[src/rtl/trotrig_mc.sv]
`default_nettype none
// ============================================================================
// Module   : trotrig_mc
// Brief    : Multi-channel saturating-accumulator trigger with ANY/ALL/SEQ arming.
// Revision : 1.0 - initial release
// ============================================================================
module trotrig_mc #(
    parameter int NCHAN     = 4,
    parameter int DINBITS   = 8,
    parameter int COUNTBITS = 20
) (
    input  logic                     clk,
    input  logic                     reset,
    input  logic                     clear,
    input  logic [NCHAN-1:0]         enable,
    input  logic [NCHAN*DINBITS-1:0] din,
    input  logic [1:0]               mode,
    output logic [NCHAN-1:0]         hit,
    output logic [2:0]               seq_ptr,
    output logic                     trigger,
    output logic                     trig_pulse
);

    localparam logic [31:0] c_THRESH   = 32'd1 << (DINBITS + COUNTBITS);
    localparam logic [32:0] c_INC      = 33'd1 << DINBITS;
    localparam logic [1:0]  c_MODE_ALL = 2'd1;
    localparam logic [1:0]  c_MODE_SEQ = 2'd2;
    localparam logic [3:0]  c_NCHAN    = 4'(NCHAN);
    localparam logic [2:0]  c_LASTCH   = 3'(NCHAN - 1);

    typedef enum logic [0:0] {
        ST_ARMED = 1'b0,
        ST_FIRED = 1'b1
    } state_t;

    function automatic logic [31:0] scramble(input logic [31:0] v);
        logic [31:0] t;
        t        = v;
        t[15:8]  = t[15:8] ^ t[7:0];
        t[31:16] = t[31:16] ^ t[15:0];
        return t;
    endfunction

    function automatic logic [31:0] descramble(input logic [31:0] s);
        logic [31:0] t;
        t        = s;
        t[31:16] = t[31:16] ^ t[15:0];
        t[15:8]  = t[15:8] ^ t[7:0];
        return t;
    endfunction

    logic [NCHAN-1:0][31:0] r_s;
    logic [NCHAN-1:0]       r_hit;
    logic [2:0]             r_seq_ptr;
    logic                   r_trigger;
    logic                   r_pulse;
    logic [1:0]             r_mode;
    state_t                 r_state;

    logic [NCHAN-1:0][31:0] w_vn;
    logic [NCHAN-1:0][31:0] w_s_n;
    logic [NCHAN-1:0]       w_hit_n;
    logic [NCHAN-1:0]       w_cross;
    logic [NCHAN-1:0]       w_run_mask;
    logic [3:0]             w_run;
    logic [3:0]             w_ptr_sum;
    logic                   w_stop;
    logic                   w_stray;
    logic                   w_fire;
    logic                   w_disarm;
    logic [2:0]             w_ptr_n;
    state_t                 w_state_n;

    // Only the scrambled word is stored; the true count exists purely in logic.
    for (genvar gi = 0; gi < NCHAN; gi++) begin : g_chan
        logic [31:0] w_v;
        logic [32:0] w_sum;
        assign w_v         = descramble(r_s[gi]);
        assign w_sum       = {1'b0, w_v}
                           + {{(33-DINBITS){1'b0}}, din[gi*DINBITS +: DINBITS]}
                           + c_INC;
        assign w_vn[gi]    = !enable[gi] ? w_v : (w_sum[32] ? 32'hFFFF_FFFF : w_sum[31:0]);
        assign w_hit_n[gi] = w_vn[gi] > c_THRESH;
        assign w_s_n[gi]   = scramble(w_vn[gi]);
    end

    assign w_cross = w_hit_n & ~r_hit;

    // Length of the contiguous run of crossings starting at the expected channel.
    always_comb begin
        w_run      = '0;
        w_run_mask = '0;
        w_stop     = 1'b0;
        for (int k = 0; k < NCHAN; k++) begin
            if (!w_stop && (4'(k) >= {1'b0, r_seq_ptr})) begin
                if (w_cross[k]) begin
                    w_run         = w_run + 4'd1;
                    w_run_mask[k] = 1'b1;
                end else begin
                    w_stop = 1'b1;
                end
            end
        end
        w_ptr_sum = {1'b0, r_seq_ptr} + w_run;
        w_stray   = |(w_cross & ~w_run_mask);
    end

    always_comb begin
        w_state_n = r_state;
        w_fire    = 1'b0;
        w_disarm  = 1'b0;
        w_ptr_n   = r_seq_ptr;
        if (r_state == ST_ARMED) begin
            case (r_mode)
                c_MODE_ALL: begin
                    if (&w_hit_n) w_fire = 1'b1;
                end
                c_MODE_SEQ: begin
                    if (w_stray) begin
                        w_disarm = 1'b1;
                    end else if (w_run != 4'd0) begin
                        if (w_ptr_sum == c_NCHAN) begin
                            w_fire  = 1'b1;
                            w_ptr_n = c_LASTCH;
                        end else begin
                            w_ptr_n = w_ptr_sum[2:0];
                        end
                    end
                end
                default: begin
                    if (|w_hit_n) w_fire = 1'b1;
                end
            endcase
        end
        if (w_fire) w_state_n = ST_FIRED;
    end

    always_ff @(posedge clk) begin
        if (reset || clear || w_disarm) begin
            r_state <= ST_ARMED;
        end else begin
            r_state <= w_state_n;
        end
    end

    always_ff @(posedge clk) begin
        if (reset || clear) begin
            r_s       <= '0;
            r_hit     <= '0;
            r_seq_ptr <= '0;
            r_trigger <= 1'b0;
            r_pulse   <= 1'b0;
            r_mode    <= mode;
        end else if (w_disarm) begin
            // Out-of-order crossing behaves as a clear that keeps the latched mode.
            r_s       <= '0;
            r_hit     <= '0;
            r_seq_ptr <= '0;
            r_trigger <= 1'b0;
            r_pulse   <= 1'b0;
        end else begin
            r_s       <= w_s_n;
            r_hit     <= w_hit_n;
            r_seq_ptr <= w_ptr_n;
            r_trigger <= (w_state_n == ST_FIRED);
            r_pulse   <= w_fire;
        end
    end

    assign hit        = r_hit;
    assign seq_ptr    = r_seq_ptr;
    assign trigger    = r_trigger;
    assign trig_pulse = r_pulse;

endmodule
`default_nettype wire

[config.mk]
export PLATFORM = sky130hd
export DESIGN_NAME = trotrig_mc
export DESIGN_NICKNAME = d
export VERILOG_FILES = /design/src/rtl/trotrig_mc.sv
export SDC_FILE = /design/constraint.sdc
export NUM_CORES = 1
export LEC_CHECK = 0
export CAP_MARGIN = 15
export CORE_MARGIN = 5
export CORE_UTILIZATION = 45
export CTS_CLUSTER_DIAMETER = 150
export DETAILED_ROUTE_END_ITERATION = 16
export DONT_BUFFER_PORTS = 1
export HOLD_SLACK_MARGIN = 0.02
export PLACE_DENSITY = 0.64
export SLEW_MARGIN = 20
export SYNTH_ARGS = -nofsm -noshare
export SYNTH_HDL_FRONTEND = slang
export SYNTH_SLANG_ARGS = --single-unit
[constraint.sdc]
create_clock -name clk -period 10.4 [get_ports clk]
set_input_delay 1.56 -clock clk [delete_from_list [all_inputs] [get_ports clk]]
set_output_delay 1.56 -clock clk [all_outputs]
set_load 0.01 [all_outputs]
Yosys cells after proc, flatten, opt, wreduce, memory -nomap -nowiden --
Index checks and enable logic that the tools add are counted.
Cells by class: $add $sub $neg 12, magnitude comparators 8, equal/unequal tests 3, muxes and demuxes 42, bitwise logic cells 22, reduce and logical (&&, ||, !) cells 14
Operators with widths (number):
- $mux 32 | 8
- $add 32x8->33 | 4
- $add 33x9->33 const B | 4
- $gt 32x29->1 const B | 4
- $xor 16x16->16 | 8
- $xor 8x8->8 | 8
- $mux 4 | 7
- $mux 1 | 25
- $add 4x1->4 const B | 3
- $and 4x4->4 | 2
- $not 4->4 | 2
- $reduce_and 4->1 | 2
- $reduce_or 4->1 | 2
- $ge 1x3->1 const A | 2
- $ge 2x3->1 const A | 2
- $add 3x4->4 | 1
- $eq 4x3->1 const B | 1
- $reduce_bool 4->1 | 1
- $logic_and 1x1->1 | 3
- $logic_not 1->1 | 3
- $mux 3 | 1
- $eq 2x1->1 const B | 1
- $eq 2x2->1 const B | 1
- $logic_or 1x1->1 | 2
- 3 further kinds | 4
Storage, ports and cells: register bits after elaboration 140, output and inout port bits 9, word-level logic and storage cells 111

Depth between registers and ports, before layout --
depth after elaboration 26, mapped depth 30

Worst setup path after synthesis --
Ideal clock, no wire load.
path kind input-to-reg, start input din[8], end register r_pulse (netlist: trig_pulse), library setup time 0.086 ns, arrival time 7.791 ns, slack 2.524 ns, cell stages on the path 28, buffers on the path 0, path through ha_1 > fa_1 > a211oi_1 > nor4b_1 > o31ai_1 > nor3_2 > mux2i_1 > a2111o_1 > nor4_2 > a21bo_2 > inv_2 > ha_1 > nand2_1 > a21oi_1 > ha_1 > inv_1 > o32ai_2 > ha_1 > a2111o_1 > o21a_1 > fa_1 > xnor2_1 > or3_1 > nor2_1 > nor4bb_1 > o2111a_1 > o21ai_1 > a211oi_1
On the way: word-level cells in the longest chain between the ends 21, elaborated cells on any way between the ends 45
RTL lines:
- from (decl) | RTL line 16 | input logic [NCHAN*DINBITS-1:0] din,
- $add 32x8->33 (*) | RTL line 80 | + {{(33-DINBITS){1'b0}}, din[gi*DINBITS +: DINBITS]}
- $add 33x9->33 (*) | RTL line 81 | + c_INC;
- $mux 32 (*) (2 in a row) | RTL line 82 | assign w_vn[gi] = !enable[gi] ? w_v : (w_sum[32] ? 32'hFFFF_FFFF : w_sum[31:0]);
- $gt 32x29->1 (*) | RTL line 83 | assign w_hit_n[gi] = w_vn[gi] > c_THRESH;
- $and 4x4->4 | RTL line 87 | assign w_cross = w_hit_n & ~r_hit;
- $mux 4 / $mux 1 (equally long branches) | RTL line 96 | if (w_cross[k]) begin
- $mux 4 / $mux 1 (equally long branches) | RTL line 95 | if (!w_stop && (4'(k) >= {1'b0, r_seq_ptr})) begin
- $add 4x1->4 / $logic_not 1->1 (equally long branches) | RTL line 97, 95
- [4 not listed]
- $mux 4 / $mux 1 (equally long branches) | RTL line 95
- $add 3x4->4 / $not 4->4 (equally long branches) | RTL line 104, 105
- $eq 4x3->1 / $and 4x4->4 (equally long branches) | RTL line 122, 105
- $mux 1 / $reduce_or 4->1 (equally long branches) | RTL line 122, 105
- $mux 1 (on tied branches) | RTL line 121, 119
- $mux 1 (on tied branches) | RTL line 119, 114
- $pmux 1 s2 / $mux 1 (equally long branches) | RTL line 114, 113
- $mux 1 / $reduce_or 2->1 (equally long branches)
- to (signal assigned) | RTL line 166 | r_pulse <= w_fire;
- to (decl) | RTL line 56 | logic r_pulse;
Every way passes the cells marked *; elsewhere a longest branch is shown, timed or not. A chain may end at the register's enable or synchronous reset.

Final worst setup path --
Ends and elaborated chain as after synthesis.

==> summary.txt <==
Pwr
  – Pint: 1441 uW
  – Seq pwr share: between 20% and 30%
  – VDD IR-drop max: about 110 uV
  – Sw power: approximately 1000 uW
  – Comb power frac: a little under half
  – PwrDens: roughly 180 mW/mm^2
  – Pleak: between 0.005 and 0.006 uW
  – Clk pwr share: 26.4%
  – Sw Share: 40.88%

Drt
  – Vias per cell: ~5.8
  – Routed via count: 11.44k
  – DR iter-0 viols: approximately 820
  – Avg WL per Cell: roughly 18 um
  – Number of remaining DRC errors: 0
  – TritonRoute pass-1 iters: 5
  – Antenna Nets Post-Route: 0
  – Final wirelength: about 35000 um

Floorplan
  – Die Wd: 177.0 um
  – Starting Density: a little under half
  – Core Footprint: 0.02763 mm^2
  – Die Y: about 180 um
  – Cell row count: 61
  – Die Footprint: between 0.03 and 0.04 mm^2
  – IO Pins: 50

Critical path
  – CP dominant cell by count: ha_1
  – Crit-path max FO: 13
  – Slowest stage cell, crit path: nor4b_1
  – WS Path Type: primary input to flop
  – Crit path required time: between 10 and 15 ns
  – CP endpoint kind: flop
  – Worst Path Arrival: between 9 and 10 ns
  – Slowest Stage Delay on Critical Path: roughly 0.76 ns
  – CP startpoint kind: primary input

STA
  – Max Transition Viols Final: 0
  – Hold Fails Final Rpt: 0
  – FMAX: about 0.12 GHz
  – Clock skew: 0.01459 ns
  – Final Setup Violations: 0
  – Hold slack: 0.5079 ns
  – Worst slew pin tran: 0.9409 ns
  – Total negative slack: 0 ns
  – Tmin final: a little under 9 ns
  – Final period util: about 84%
  – RSZ-0062 raised after global routing: false
  – Rel. slew slack: roughly 37%

Synthesis
  – Synthesized area per cell: approximately 7.8 um^2
  – Post-synthesis sequential area ratio: between 20% and 30%
  – Share of flip-flops with an asynchronous set or reset: 0%
  – Ys flop type: dfxtp_1
  – Synthesized instance count: around 1.6k
  – Cell Area, Synth: about 0.013 mm^2
  – Syn_nets: ~1.7k
  – Ys Warns: 0
  – Number of synthesized flops with an enable pin: 2
  – Synth cell types: 95
  – #FFs+latches synth: 139

Clock tree
  – # hold bufs at CTS: 0
  – Cts repair resizes: 0
  – Post-CTS setup buffer count: 0
  – Worst-Skew Late Latency: between 0.4 and 0.5 ns
  – CTS tree: built
  – Clock Sinks: 139
  – Root buf cell: clkbuf_16
  – Clk slew on worst S/H paths: 0.06 ns
  – CTS Buf Count: 17
  – Max clock buf depth: 2
  – H-Tree Depth: 4

Global routing
  – First-pass GRT wire length: around 57000 um
  – Initial antenna violation count: 0
  – Largest net degree at the start of global routing: just over 50
  – Final global-route overflow total: 0
  – Gr usage total: between 20 and 25%
  – Vias in the first global route: approximately 11k

Flow run
  – Max cap viols: 0

Placed design
  – GPL Wtd Cong: about 0.95
  – Cell Area, Placed: approximately 0.013 mm^2
  – IO buf count: 0
  – Detail Placement HPWL: between 20000 and 30000 um

Cells and area
  – Syn-to-layout area delta: 6.967%
  – Final nets: around 1.7k
  – Share of cells above drive strength 1: ~5.9%
  – Number of diodes: 0
  – Final Cell Area: 0.01343 mm^2
  – Final Core Density: about half

Outcome
  – Status: completed

Worst hold path
  – Worst min path class: flop to flop
-- Yosys cell counts (24+ instances only) --
library cell  instances  area, um^2
o211ai_1             25       187.7
dfxtp_1             137        2743
a21oi_1              87       435.4
inv_1                29       108.9
nor3_1               59       295.3
nand4_1              31       193.9
mux2i_1              29       290.3
and3_1               24       150.1
nand2_1             115       431.7
clkbuf_1             40       150.1
ha_1                 40       500.5
o21ai_0              41       205.2
xor2_1              130        1139
nand3_1              50       250.2
nor2_1              219       822.0
xnor2_1             184        1612
-- stage by stage --
| stage | setup WS (ns) | power [uW] | cells |
|---|---|---|---|
| 2_1_floorplan | 2.524 | 1564 | 1613 |
| 6_report | 1.706 | 2437 | 1966 |
| 3_5_place_dp | 1.399 | 1789 | 1934 |
| 5_1_grt | 1.127 | 2597 | 1966 |
| 3_3_place_gp | 1.688 | 1783 | 1934 |
| 4_1_cts | 1.790 | 2445 | 1966 |
-- logic make-up after synthesis --
logic type                 share of synthesized area [%]
muxes                                              3.030
AOI/OAI and AO/OA                                  18.19
DFF                                                22.33
and+or+nand+nor                                    26.10
buffers and inverters                              3.349
adders and majority gates                          4.785
xor gates and xnor gates                           22.22
-- state kept, by name, indices dropped and copies added, names as in the netlist --
register,count
g_chan.w_v,32
hit,4
r_mode,2
r_s,96
r_state,1
seq_ptr,3
trig_pulse,1
-- power groups by stage --
stage          registers, uW  logic, uW  clock network (uW)
6_report                 680       1110                 643
5_1_grt                  689       1230                 673
4_1_cts                  681       1110                 657
3_5_place_dp             693       1100                   0
3_3_place_gp             690       1090                   0
2_1_floorplan            660        903                   0
-- cell type report --
cell class / instances / area [um^2]
inverter: 31 / 116.4
clock inverter: 14 / 168.9
multi-input combinational: 1374 / 9336
fill: 2776 / 14200
timing repair buffer: 12 / 90.09
clock buffer: 18 / 439.2
sequential: 139 / 2803
tap: 378 / 473.0
-- layout by cell type (no fill, tap or decap), drive strengths merged, types with 11 or more instances in the layout --
cell type  netlist  routed
xnor2          184     184
o21a            11      11
mux2i           29      29
a21oi           88      88
nor2b           21      21
a31oi           14      14
and2            13      13
buf             27      12
nand4           31      31
o31ai           13      13
o211ai          25      25
dfxtp          137     137
a211oi          25      25
xor2           131     131
nand2b          13      13
ha              40      40
nand3           50      50
a21o            19      19
nor3            60      60
or4             18      18
and3            24      24
nor2           219     219
o21ai           49      49
nand2          115     115
inv             30      32
clkbuf          42      18
or3             17      17
nor4            23      23
or2             13      13
-- worst paths after layout --
path | from | cells after the start | slack (ns) | endpoint
min reg2reg | r_s[21]$_SDFF_PP0_ | 2 | 0.51 | r_s[21]$_SDFF_PP0_
max reg2reg | g_chan[1].w_v[0]$_SDFF_PP0_ | 28 | 2.23 | trig_pulse$_SDFF_PP0_
min | r_s[21]$_SDFF_PP0_ | 2 | 0.51 | r_s[21]$_SDFF_PP0_
max | din[8] | 28 | 1.71 | trig_pulse$_SDFF_PP0_
-- metal layers --
layer	part of all wire, %	vias up	GRT usage, %
li1	-	5691	-
met1	47	5381	30.49
met2	45	299	35.81
met3	5.1	64	4.059
met4	2.0	0	6.512
met5	0	-	0
-- critical path: cells and delay by family --
kind / cells / cell delay (ns)
simple gates: 8 / 2.47
buf+inv: 2 / 0.13
compound gates: 11 / 2.98
xor+xnor: 1 / 0.14
fa+ha+maj: 6 / 1.72
(Power assumes the default switching activity.)
